**config.mk**
```make
export PLATFORM = sky130hd
export DESIGN_NAME = uart_tx_sched
export DESIGN_NICKNAME = d
export VERILOG_FILES = /design/src/rtl/uart_tx_sched.sv
export SDC_FILE = /design/constraint.sdc
export NUM_CORES = 1
export LEC_CHECK = 0
export CAP_MARGIN = 20
export CORE_ASPECT_RATIO = 0.9
export CORE_MARGIN = 2
export CORE_UTILIZATION = 45
export CTS_CLUSTER_SIZE = 28
export DETAILED_ROUTE_END_ITERATION = 8
export GPL_ROUTABILITY_DRIVEN = 0
export GPL_TIMING_DRIVEN = 0
export PLACE_DENSITY_LB_ADDON = 0.25
export SYNTH_ARGS = -nofsm -noshare
export SYNTH_HDL_FRONTEND = slang
export SYNTH_SLANG_ARGS = --single-unit
```
**constraint.sdc**
```tcl
create_clock -name clk -period 1.9 [get_ports clk]
set_input_delay 0.19 -clock clk [delete_from_list [all_inputs] [get_ports clk]]
set_output_delay 0.19 -clock clk [all_outputs]
set_load 0.1 [all_outputs]
```
**src/rtl/uart_tx_sched.sv**
```systemverilog
// Arbitrates the single TX FIFO push port between a one-deep echo buffer and
// an atomic "HH:MM:SS\r\n" time-report frame built from a BCD snapshot.
module uart_tx_sched #(
    parameter bit          RPT_CRLF = 1'b1,
    parameter logic [7:0]  SEP_CHAR = 8'h3A,
    parameter int          DROP_W   = 8
) (
    input  logic              clk,
    input  logic              rst,
    input  logic              echo_valid,
    input  logic [7:0]        echo_data,
    output logic              echo_ready,
    input  logic              rpt_req,
    input  logic [7:0]        hh_bcd,
    input  logic [7:0]        mm_bcd,
    input  logic [7:0]        ss_bcd,
    output logic              rpt_busy,
    input  logic              fifo_full,
    output logic              fifo_push,
    output logic [7:0]        fifo_wdata,
    output logic [DROP_W-1:0] drop_cnt
);

    typedef enum logic [1:0] {
        IDLE = 2'd0,
        ECHO = 2'd1,
        RPT  = 2'd2
    } state_t;

    localparam logic [3:0] LAST_IDX = RPT_CRLF ? 4'd9 : 4'd7;

    state_t            state_r;
    logic [3:0]        idx_r;
    logic [7:0]        snap_hh_r;
    logic [7:0]        snap_mm_r;
    logic [7:0]        snap_ss_r;
    logic              echo_full_r;
    logic [7:0]        echo_buf_r;
    logic              pend_r;
    logic [DROP_W-1:0] drop_cnt_r;

    logic              push_s;
    logic              echo_accept_s;
    logic              echo_drop_s;
    logic              echo_done_s;
    logic              start_rpt_s;
    logic [7:0]        rpt_byte_s;
    logic [7:0]        wdata_s;

    // A BCD digit outside 0..9 is shown as '?' rather than a misleading glyph.
    function automatic logic [7:0] bcd_ascii(input logic [3:0] nib);
        logic [7:0] res;
        if (nib > 4'd9) begin
            res = 8'h3F;
        end else begin
            res = 8'h30 + {4'h0, nib};
        end
        return res;
    endfunction

    assign push_s        = (state_r != IDLE) && !fifo_full;
    assign echo_accept_s = echo_valid && !echo_full_r;
    assign echo_drop_s   = echo_valid && echo_full_r;
    assign echo_done_s   = (state_r == ECHO) && push_s;
    // Echo has priority, so a pending report only starts with an empty buffer.
    assign start_rpt_s   = (state_r == IDLE) && !echo_full_r && pend_r;

    // Frame byte selected by index from the snapshot taken at frame start.
    always_comb begin
        rpt_byte_s = 8'h00;
        case (idx_r)
            4'd0:    rpt_byte_s = bcd_ascii(snap_hh_r[7:4]);
            4'd1:    rpt_byte_s = bcd_ascii(snap_hh_r[3:0]);
            4'd2:    rpt_byte_s = SEP_CHAR;
            4'd3:    rpt_byte_s = bcd_ascii(snap_mm_r[7:4]);
            4'd4:    rpt_byte_s = bcd_ascii(snap_mm_r[3:0]);
            4'd5:    rpt_byte_s = SEP_CHAR;
            4'd6:    rpt_byte_s = bcd_ascii(snap_ss_r[7:4]);
            4'd7:    rpt_byte_s = bcd_ascii(snap_ss_r[3:0]);
            4'd8:    rpt_byte_s = 8'h0D;
            4'd9:    rpt_byte_s = 8'h0A;
            default: rpt_byte_s = 8'h00;
        endcase
    end

    // Write data mux; held stable through fifo_full stalls since it only depends on registers.
    always_comb begin
        wdata_s = 8'h00;
        case (state_r)
            IDLE:    wdata_s = 8'h00;
            ECHO:    wdata_s = echo_buf_r;
            RPT:     wdata_s = rpt_byte_s;
            default: wdata_s = 8'h00;
        endcase
    end

    // Scheduler FSM with frame index and time snapshot.
    always_ff @(posedge clk) begin
        if (!rst) begin
            state_r   <= IDLE;
            idx_r     <= 4'd0;
            snap_hh_r <= 8'h00;
            snap_mm_r <= 8'h00;
            snap_ss_r <= 8'h00;
        end else begin
            case (state_r)
                IDLE: begin
                    if (echo_full_r) begin
                        state_r <= ECHO;
                    end else if (pend_r) begin
                        state_r   <= RPT;
                        idx_r     <= 4'd0;
                        snap_hh_r <= hh_bcd;
                        snap_mm_r <= mm_bcd;
                        snap_ss_r <= ss_bcd;
                    end else begin
                        state_r <= IDLE;
                    end
                end
                ECHO: begin
                    if (push_s) begin
                        state_r <= IDLE;
                    end else begin
                        state_r <= ECHO;
                    end
                end
                RPT: begin
                    if (push_s && (idx_r == LAST_IDX)) begin
                        state_r <= IDLE;
                        idx_r   <= 4'd0;
                    end else if (push_s) begin
                        idx_r <= idx_r + 4'd1;
                    end else begin
                        idx_r <= idx_r;
                    end
                end
                default: begin
                    state_r <= IDLE;
                    idx_r   <= 4'd0;
                end
            endcase
        end
    end

    // One-deep echo buffer: filled on handshake, emptied when its byte is pushed.
    always_ff @(posedge clk) begin
        if (!rst) begin
            echo_full_r <= 1'b0;
            echo_buf_r  <= 8'h00;
        end else if (echo_accept_s) begin
            echo_full_r <= 1'b1;
            echo_buf_r  <= echo_data;
        end else if (echo_done_s) begin
            echo_full_r <= 1'b0;
        end else begin
            echo_full_r <= echo_full_r;
        end
    end

    // Report pending flag; a request coinciding with frame start re-arms it.
    always_ff @(posedge clk) begin
        if (!rst) begin
            pend_r <= 1'b0;
        end else if (rpt_req) begin
            pend_r <= 1'b1;
        end else if (start_rpt_s) begin
            pend_r <= 1'b0;
        end else begin
            pend_r <= pend_r;
        end
    end

    // Saturating count of echo bytes refused while the buffer was occupied.
    always_ff @(posedge clk) begin
        if (!rst) begin
            drop_cnt_r <= '0;
        end else if (echo_drop_s && !(&drop_cnt_r)) begin
            drop_cnt_r <= drop_cnt_r + {{(DROP_W-1){1'b0}}, 1'b1};
        end else begin
            drop_cnt_r <= drop_cnt_r;
        end
    end

    assign echo_ready = !echo_full_r;
    assign rpt_busy   = pend_r || (state_r == RPT);
    assign fifo_push  = push_s;
    assign fifo_wdata = wdata_s;
    assign drop_cnt   = drop_cnt_r;

endmodule

```
==> impl_metrics.env <==
export IMPL_cts_root_buffer="clkbuf_8"
export IMPL_nets=432
export IMPL_fin_tns_setup_ns=-0.871
export IMPL_syn2layout_area_growth_pct=42.6
export IMPL_overflow=0
export IMPL_hold_depth=3
export IMPL_coreArea_sq_um=5220
export IMPL_layout_commonest_cell="nand2_1"
export IMPL_critPathCaptureType="primary output"
export IMPL_die_h_um=73.6
export IMPL_port_buffers=55
export IMPL_timing_rr_start="state_r[0]"
export IMPL_yosys_warnings=0
export IMPL_final_cell_mix="83 x nand2_1, 47 x a21oi_1, 40 x dfxtp_1"
export IMPL_avgSynthCellArea_sq_um=7.55
export IMPL_arrival_ns=1.94
export IMPL_final_setup_skew_ns=0.00758
export IMPL_synth_top_cell_area_share_pct=39.6
export IMPL_placed_cell_area_sq_um=3230
export IMPL_violations="setup timing"
export IMPL_numCtsBuffers=5
export IMPL_leakage_nw=1.25
export IMPL_power_density_nw_per_um2=679
export IMPL_cp_max_fo=4
export IMPL_drc=0
export IMPL_ys_ff_latch=48
export IMPL_start_util_pct=46.4
export IMPL_yosysSeqAreaShare_pct=39.6
export IMPL_slew_violations=0
export IMPL_power_w=0.00235
export IMPL_cp_required_ns=1.71
export IMPL_pre_cts_ws_ns=-0.911
export IMPL_first_pass_iters=4
export IMPL_ys_types=47
export IMPL_tightest_slew_ns=0.968
export IMPL_ios=56
export IMPL_dieArea_sq_um=5990
export IMPL_clkLatencyLatePin_ns=0.30
export IMPL_hp_class="input pin to register"
export IMPL_synth_flop_cell="dfxtp_1"
export IMPL_grt_antenna_before_repair=0
export IMPL_synthArstFlopShare_pct=0
export IMPL_design_area_sq_um=3460
export IMPL_synthesis_nets=366
export IMPL_ir_worst_vdd_mv=0.384
export IMPL_max_freq_ghz=0.470
export IMPL_synth_edf_count=0
export IMPL_setup_viol=6
export IMPL_cts_sinks=48
export IMPL_fillers=469
export IMPL_cts_tree="built"
export IMPL_min_period_ns=2.13
export IMPL_grt_pass1_wl_um=10100
export IMPL_fin_ws_ns=-0.228
export IMPL_period_share_pct=112
export IMPL_htree_levels=2
export IMPL_cp_start_kind="register"
export IMPL_syn_area_sq_um=2420
export IMPL_hold_violations=0
export IMPL_drv_cap=0
export IMPL_grt_pass1_vias=2246
export IMPL_die_w_um=81.4
export IMPL_wl_per_cell_um=13.8
export IMPL_drt_iter0_drc=138
export IMPL_core_rowCount=25
export IMPL_track_usage_pct=21.5
export IMPL_status="complete, but fails checks"
export IMPL_drive_above_1_share_pct=20.6
export IMPL_diodes=0
export IMPL_yosysTopAreaCell="dfxtp_1"
export IMPL_cts_clk_slew_worst_paths_ns=0.08
export IMPL_rsz0062_at_grt="true"
export IMPL_syn_inst=321
export IMPL_post_route_util_pct=66.2
export IMPL_min_from="hh_bcd[4]"
export IMPL_viasPerCell=5.40
export IMPL_wl_um=6260
export IMPL_antenna_left=0
export IMPL_clockBufferDepth=2
export IMPL_dp_hpwl_um=4600
export IMPL_slew_headroom_pct=35.7
export IMPL_path_class="register to primary output"
export IMPL_reg2reg_depth=6
export IMPL_startpoint="idx_r[0]"
export IMPL_vias=2456
export IMPL_grt_max_degree=15
export IMPL_synthTopCellsByArea="dfxtp_1 40%, nand2_1 13%, a21oi_1 11%"
[kinds of logic (layout without fill, tap and decap cells)]
| group | count (synthesis) | in the layout | synth area share [%] |
|---|---|---|---|
| AO/OA/AOI/OAI | 93 | 93 | 23.6 |
| XOR/XNOR | 8 | 8 | 2.89 |
| AND/OR/NAND/NOR | 135 | 135 | 24.4 |
| flip-flops | 48 | 48 | 39.6 |
| multiplexers | 2 | 2 | 0.826 |
| buffers and inverters | 27 | 94 | 4.54 |
| adder cells (fa/ha/maj) | 8 | 8 | 4.13 |
[where the power goes]
| group | total [W] | switching [W] | internal [W] | leakage, nW |
|---|---|---|---|---|
| registers | 0.00112 | 0.0000628 | 0.00106 | 0.396 |
| clock network | 0.000632 | 0.000336 | 0.000296 | 0.0445 |
| logic | 0.000592 | 0.000341 | 0.000251 | 0.814 |
| total | 0.00235 | 0.000740 | 0.00161 | 1.25 |
[routing by layer]
layer | global-route usage [%] | wire length, um | vias to the layer above
met5 | 0 | 0 | -
met4 | 5.27 | 44 | 0
met3 | 4.79 | 421 | 6
met2 | 34.1 | 2850 | 83
met1 | 29.8 | 2950 | 1126
li1 | - | - | 1241
[metrics by stage]
stage / std cells / hold WS [ns]
global placement: 443 / 0.438
detailed placement: 443 / 0.445
floorplan: 321 / 0.307
finish: 455 / 0.433
CTS: 455 / 0.430
global route: 455 / 0.428
[worst max-delay path, stage by stage (launching register included)]
cell	delay (ns)
dfxtp_4	0.39
inv_6	0.08
ha_4	0.16
inv_4	0.04
a41oi_2	0.22
o21a_2	0.21
a21oi_2	0.06
a311oi_4	0.26
buf_12	0.22
[cells in the mapped netlist (2+ instances only)]
master	count
xnor2_1	5
o21a_1	2
buf_2	7
a311oi_1	2
clkbuf_1	6
a21oi_1	51
mux2i_1	2
o21ai_0	11
nor3_1	5
nor2_1	23
ha_1	8
a211o_1	2
o22ai_1	5
nand2_1	84
a221oi_1	2
a21boi_0	2
dfxtp_1	48
and3_1	6
inv_2	2
inv_1	11
a211oi_1	4
nand3_1	6
xor2_1	3
[path summary, 6_finish.rpt]
kind                        end  slack, ns
setup / recovery  fifo_wdata[2]      -0.23
hold / removal     snap_hh_r[4]       0.43
setup reg to reg       idx_r[1]       0.19
hold reg to reg   echo_buf_r[4]       0.46
[final cells by class]
| class | instances | area [sq um] | area share (%) |
|---|---|---|---|
| Multi-Input combinational cell | 246 | 1550 | 44.9 |
| Inverter | 14 | 62.6 | 1.81 |
| Timing Repair Buffer | 59 | 621 | 18.0 |
| Clock buffer | 7 | 86.3 | 2.50 |
| Tap cell | 67 | 83.8 | 2.42 |
| Sequential cell | 48 | 976 | 28.2 |
| Buffer | 13 | 67.6 | 1.95 |
| Clock inverter | 1 | 7.51 | 0.217 |
[flip-flops by register name, indices dropped and copies added, names as in the netlist]
signal	cells
state_r	2
snap_hh_r	8
drop_cnt	8
echo_full_r	1
idx_r	4
snap_ss_r	8
pend_r	1
snap_mm_r	8
echo_buf_r	8
[repair_timing]
| action | CTS | global route |
|---|---|---|
| gates cloned | 0 | 0 |
| resized for setup | 96 | 15 |
| hold buffers | 0 | 0 |
| pin swaps | 3 | 3 |
| buffers inserted | 4 | 1 |
| setup endpoints to repair | 19 | 11 |
No activity file was read; power rests on OpenSTA's default activity.
==> RTL change 1, RTL diff (same settings) <==
`DROP_W`: 8 -> 10.
--- a/src/rtl/uart_tx_sched.sv
+++ b/src/rtl/uart_tx_sched.sv
@@ -3,7 +3,7 @@
 module uart_tx_sched #(
     parameter bit          RPT_CRLF = 1'b1,
     parameter logic [7:0]  SEP_CHAR = 8'h3A,
-    parameter int          DROP_W   = 8
+    parameter int          DROP_W   = 10
 ) (
     input  logic              clk,
     input  logic              rst,
Ports: changed (resized drop_cnt); port bits go from 56 to 58. The function was not compared with the original's and may differ.
==> RTL change 1 against the unedited design <==
  * The run still ends with negative setup slack left
  * Clock power up 17%
  * Routed wire length up 5.3%
  * Clock skew down 4.0 ps
  * Total power up 7.0%
  * Sequential cell count up 2
  * Global-route usage down 0.84 points
  * Area after synthesis up 7.1%
  * Design area up 6.5%
  * Via count up 0.77%
  * Setup slack better by 84 ps
  * Critical path depth down 1
  * First-iteration DRC count up 20%
  * Critical path type unchanged
  * Largest cell class unchanged
  * Largest power group unchanged
  * Highest routed layer unchanged
==> RTL change 1: results (changes against the unedited design) <==
stage;metric;value;unit;change
run_status;status;complete, but fails checks;;unchanged
run_status;violations;negative setup slack;;unchanged
place;place_inst;453;;was 443
yosys;synth.net_count;372;;was 366
setup_path;slowest_stage;o311a_2;;was dfxtp_4
setup_path;r2r-end;idx_r[3];;was idx_r[1]
route;post_drt_wl_per_cell;14.2;um;was 13.8 um
setup_path;arrival;1850;ps;was 1940 ps
route;via_per_inst;5.31;;was 5.40
place;io_buffers;56;;was 55
setup_path;critPathLaunch;idx_r[1];;was idx_r[0]
route;drt_wl_total;6.60;mm;was 6.26 mm
sta;slew_headroom;35.8;%;was 35.7%
yosys;yosysSeqAreaShare;38.6;%;was 39.6%
sta;setup_violations;6;;unchanged
yosys;syn_area_per_cell;7.94;um2;was 7.55 um2
layout;drive_gt1_share;20.7;%;was 20.6%
sta;clock_skew;3.55;ps;was 7.58 ps
global_routing;first_global_vias;2308;;was 2246
sta;fin_ws;-144;ps;was -228 ps
layout;nNetsFinal;440;;was 432
yosys;synth_area_leaders;dfxtp_1, nand2_1, a21boi_0;;was dfxtp_1, nand2_1, a21oi_1
layout;n_fill_cell;468;;was 469
route;drtIter0Drc;165;;was 138
place;place_area;0.00333;mm2;was 0.00323 mm2
global_routing;grt_pass1_wl;10.9;mm;was 10.1 mm
yosys;synth_common_cells;nand2_1, dfxtp_1, a21boi_0;;was nand2_1, a21oi_1, dfxtp_1
sta;tns;-553;ps;was -871 ps
place;hpwlAfterDp;4.81;mm;was 4.60 mm
place;dp_slack;-931;ps;was -911 ps
setup_path;crit_end;fifo_wdata[0];;was fifo_wdata[2]
setup_path;critPathMaxFanout;6;;was 4
==> RTL change 1: cell count changes after synthesis, sizes merged, moves of 5 or more <==
cell	before	now
nor2	24	14
a21oi	51	18
a21boi	3	37
nor2b	0	8
and2	0	6
inv	13	8
==> RTL change 1: power by group <==
part	internal [mW]	switching (mW)	total [mW]	leakage (nW)
combinational	0.269	0.341	0.609	0.916
clock	0.395	0.347	0.742	0.0524
sequential	1.10	0.0578	1.16	0.415
==> RTL change 1: cell type report <==
class / instances / area [um2] / share of cell area [%]
multi-input cells: 255 / 1720 / 46.8
repair buffers: 61 / 631 / 17.1
inverters: 8 / 37.5 / 1.02
clock buffers: 7 / 76.3 / 2.07
well taps: 70 / 87.6 / 2.38
clock inverters: 1 / 30.0 / 0.816
flip-flops and latches: 50 / 1020 / 27.8
plain buffers: 14 / 72.6 / 1.97
==> RTL change 1: cell families (layout without fill, tap and decap cells) <==
kind of cell | Yosys count | after routing | share of synthesized area [%]
mux | 2 | 2 | 0.771
flops | 50 | 50 | 38.6
fa+ha+maj | 8 | 8 | 3.86
buf+inv | 22 | 91 | 3.47
simple gates | 140 | 140 | 24.7
compound gates | 94 | 94 | 24.9
xor+xnor | 11 | 11 | 3.71
==> RTL change 1: what timing repair did <==
action / CTS / global route
gates resized for setup: 121 / 16
pin swaps: 11 / 6
cloned: 0 / 0
setup endpoints to repair: 21 / 13
setup buffers: 4 / 1
==> RTL change 1: worst register-to-register path, delay by kind of cell, from the launching register on <==
family / cells / cell delay (ps)
AOI/OAI and AO/OA: 2 / 550
and+or+nand+nor: 2 / 370
DFF: 1 / 360
adders and majority gates: 1 / 270
buffers and inverters: 1 / 100
==> RTL change 1: layer usage <==
| metal | wire (um) | track usage, % |
|---|---|---|
| met5 | 0 | 0 |
| met3 | 333 | 3.68 |
| met4 | 93 | 5.81 |
| met2 | 3030 | 32.6 |
| met1 | 3140 | 29.1 |
==> RTL change 1: worst min path at each step <==
stage                   from       endpoint  slack [ps]  cells after the start
6_report                 rst   snap_hh_r[5]         290                      2
3_5_place_dp    snap_ss_r[0]   snap_ss_r[0]         460                      2
5_1_grt                  rst   snap_hh_r[6]         320                      2
3_3_place_gp   echo_buf_r[6]  echo_buf_r[6]         450                      2
4_1_cts                  rst   snap_hh_r[5]         290                      2
2_1_floorplan        rpt_req         pend_r         330                      2
==> RTL change 2, RTL diff (same flow settings) <==
Without the edit above. Put one more register stage on the output `drop_cnt`, cleared by the reset. The value now appears one clock later. The other outputs are not delayed to match.
--- a/src/rtl/uart_tx_sched.sv
+++ b/src/rtl/uart_tx_sched.sv
@@ -185,7 +185,13 @@
     assign rpt_busy   = pend_r || (state_r == RPT);
     assign fifo_push  = push_s;
     assign fifo_wdata = wdata_s;
-    assign drop_cnt   = drop_cnt_r;
+    always_ff @(posedge clk) begin
+        if (!rst) begin
+            drop_cnt <= '0;
+        end else begin
+            drop_cnt <= drop_cnt_r;
+        end
+    end
 
 endmodule
 
Check against the original RTL: not equivalent (Yosys sat finds a counterexample within 4 cycles, from zero or initial values and one cycle with rst low).
==> RTL change 2 against the unedited design <==
  * The run still ends with negative setup slack left
  * Routed wire length rose by 17%
  * Worst hold slack got worse by 110 ps
  * Area after synthesis rose by 11%
  * Sequential cell count rose by 8
  * Die area rose by 10%
  * Setup slack got worse by 70 ps
  * Core utilization rose by 1.1 points
  * Total power rose by 8.8%
  * Via count rose by 7.2%
  * Maximum frequency fell by 3.2%
  * Design area rose by 11%
  * Critical path type unchanged
==> RTL change 2: results (changes against the unedited design) <==
stage;metric;value;unit;change
run_status;status;complete, but fails checks;;unchanged
run_status;violations;negative setup slack;;unchanged
global_routing;grt.met2_usage;36.6;%;was 34.1%
setup_path;critical-path-top-delay-family;buffers and inverters;;was compound AO/OA/AOI/OAI gates
yosys;synth_area_leaders;dfxtp_1, nand2_1, a21oi_1;;unchanged
layout;n_fill_cell;465;;was 469
worst_hold_path;hp-start;rst;;was hh_bcd[4]
layout;n_all_buffers;79;;was 72
global_routing;use_met1;30.2;%;was 29.8%
power_and_ir_drop;power_leakage;1.42;nW;was 1.25 nW
power_and_ir_drop;clk-power;699;uW;was 632 uW
route;met2_length;3.46;mm;was 2.85 mm
layout;nNetsFinal;449;;was 432
power_and_ir_drop;ir_worst_vdd;0.000551;V;was 0.000384 V
cts;clock_latency;330;ps;was 300 ps
setup_path;max_stage_delay;420;ps;was 390 ps
layout;clk_share;2.44;%;was 2.71%
setup_path;reg2reg_slack;150;ps;was 190 ps
power_and_ir_drop;comb_cell_power;574;uW;was 592 uW
sta;setup_violations;6;;unchanged
setup_path;critPathMaxFanout;6;;was 4
place;hpwlAfterDp;4.84;mm;was 4.60 mm
global_routing;grt_max_degree;20;;was 15
yosys;synth_common_cells;nand2_1, dfxtp_1, a21oi_1;;was nand2_1, a21oi_1, dfxtp_1
global_routing;grtUsageTotal;22.9;%;was 21.5%
sta;fin_ws;-298;ps;was -228 ps
layout;n_all_inverters;12;;was 14
route;drt_wl_total;7.33;mm;was 6.26 mm
place;io_buffers;54;;was 55
layout;nMultiInputCombCells;250;;was 246
cts;clk_pin_slew_worst_paths;110;ps;was 80 ps
global_routing;first_global_vias;2438;;was 2246
RTL change 2: kinds of logic after synthesis:
kind of cell / synth area share (%)
AND/OR/NAND/NOR: 22.8
AO/OA/AOI/OAI: 24.0
flip-flops: 41.8
buffers and inverters: 4.76
adder cells (fa/ha/maj): 3.73
XOR/XNOR: 1.31
multiplexers: 1.59
RTL change 2: metrics by stage:
step	setup WS (ps)	total power, mW	instance area (um2)	hold WS, ps	cells
4_1_cts	-231	2.53	3820	340	474
6_report	-298	2.55	3850	319	475
3_3_place_gp	-974	1.76	3430	438	461
3_5_place_dp	-985	1.77	3430	442	461
5_1_grt	-383	2.66	3850	358	475
2_1_floorplan	-40.0	1.61	2810	307	337
RTL change 2: repair_timing:
item                                   CTS  global route
endpoints found under the hold margin    0             0
setup endpoints to repair               19            11
gates cloned                             1             0
buffers inserted                         6             1
gates resized for setup                131             8
pin swaps                               12             2
hold buffers                             0             0
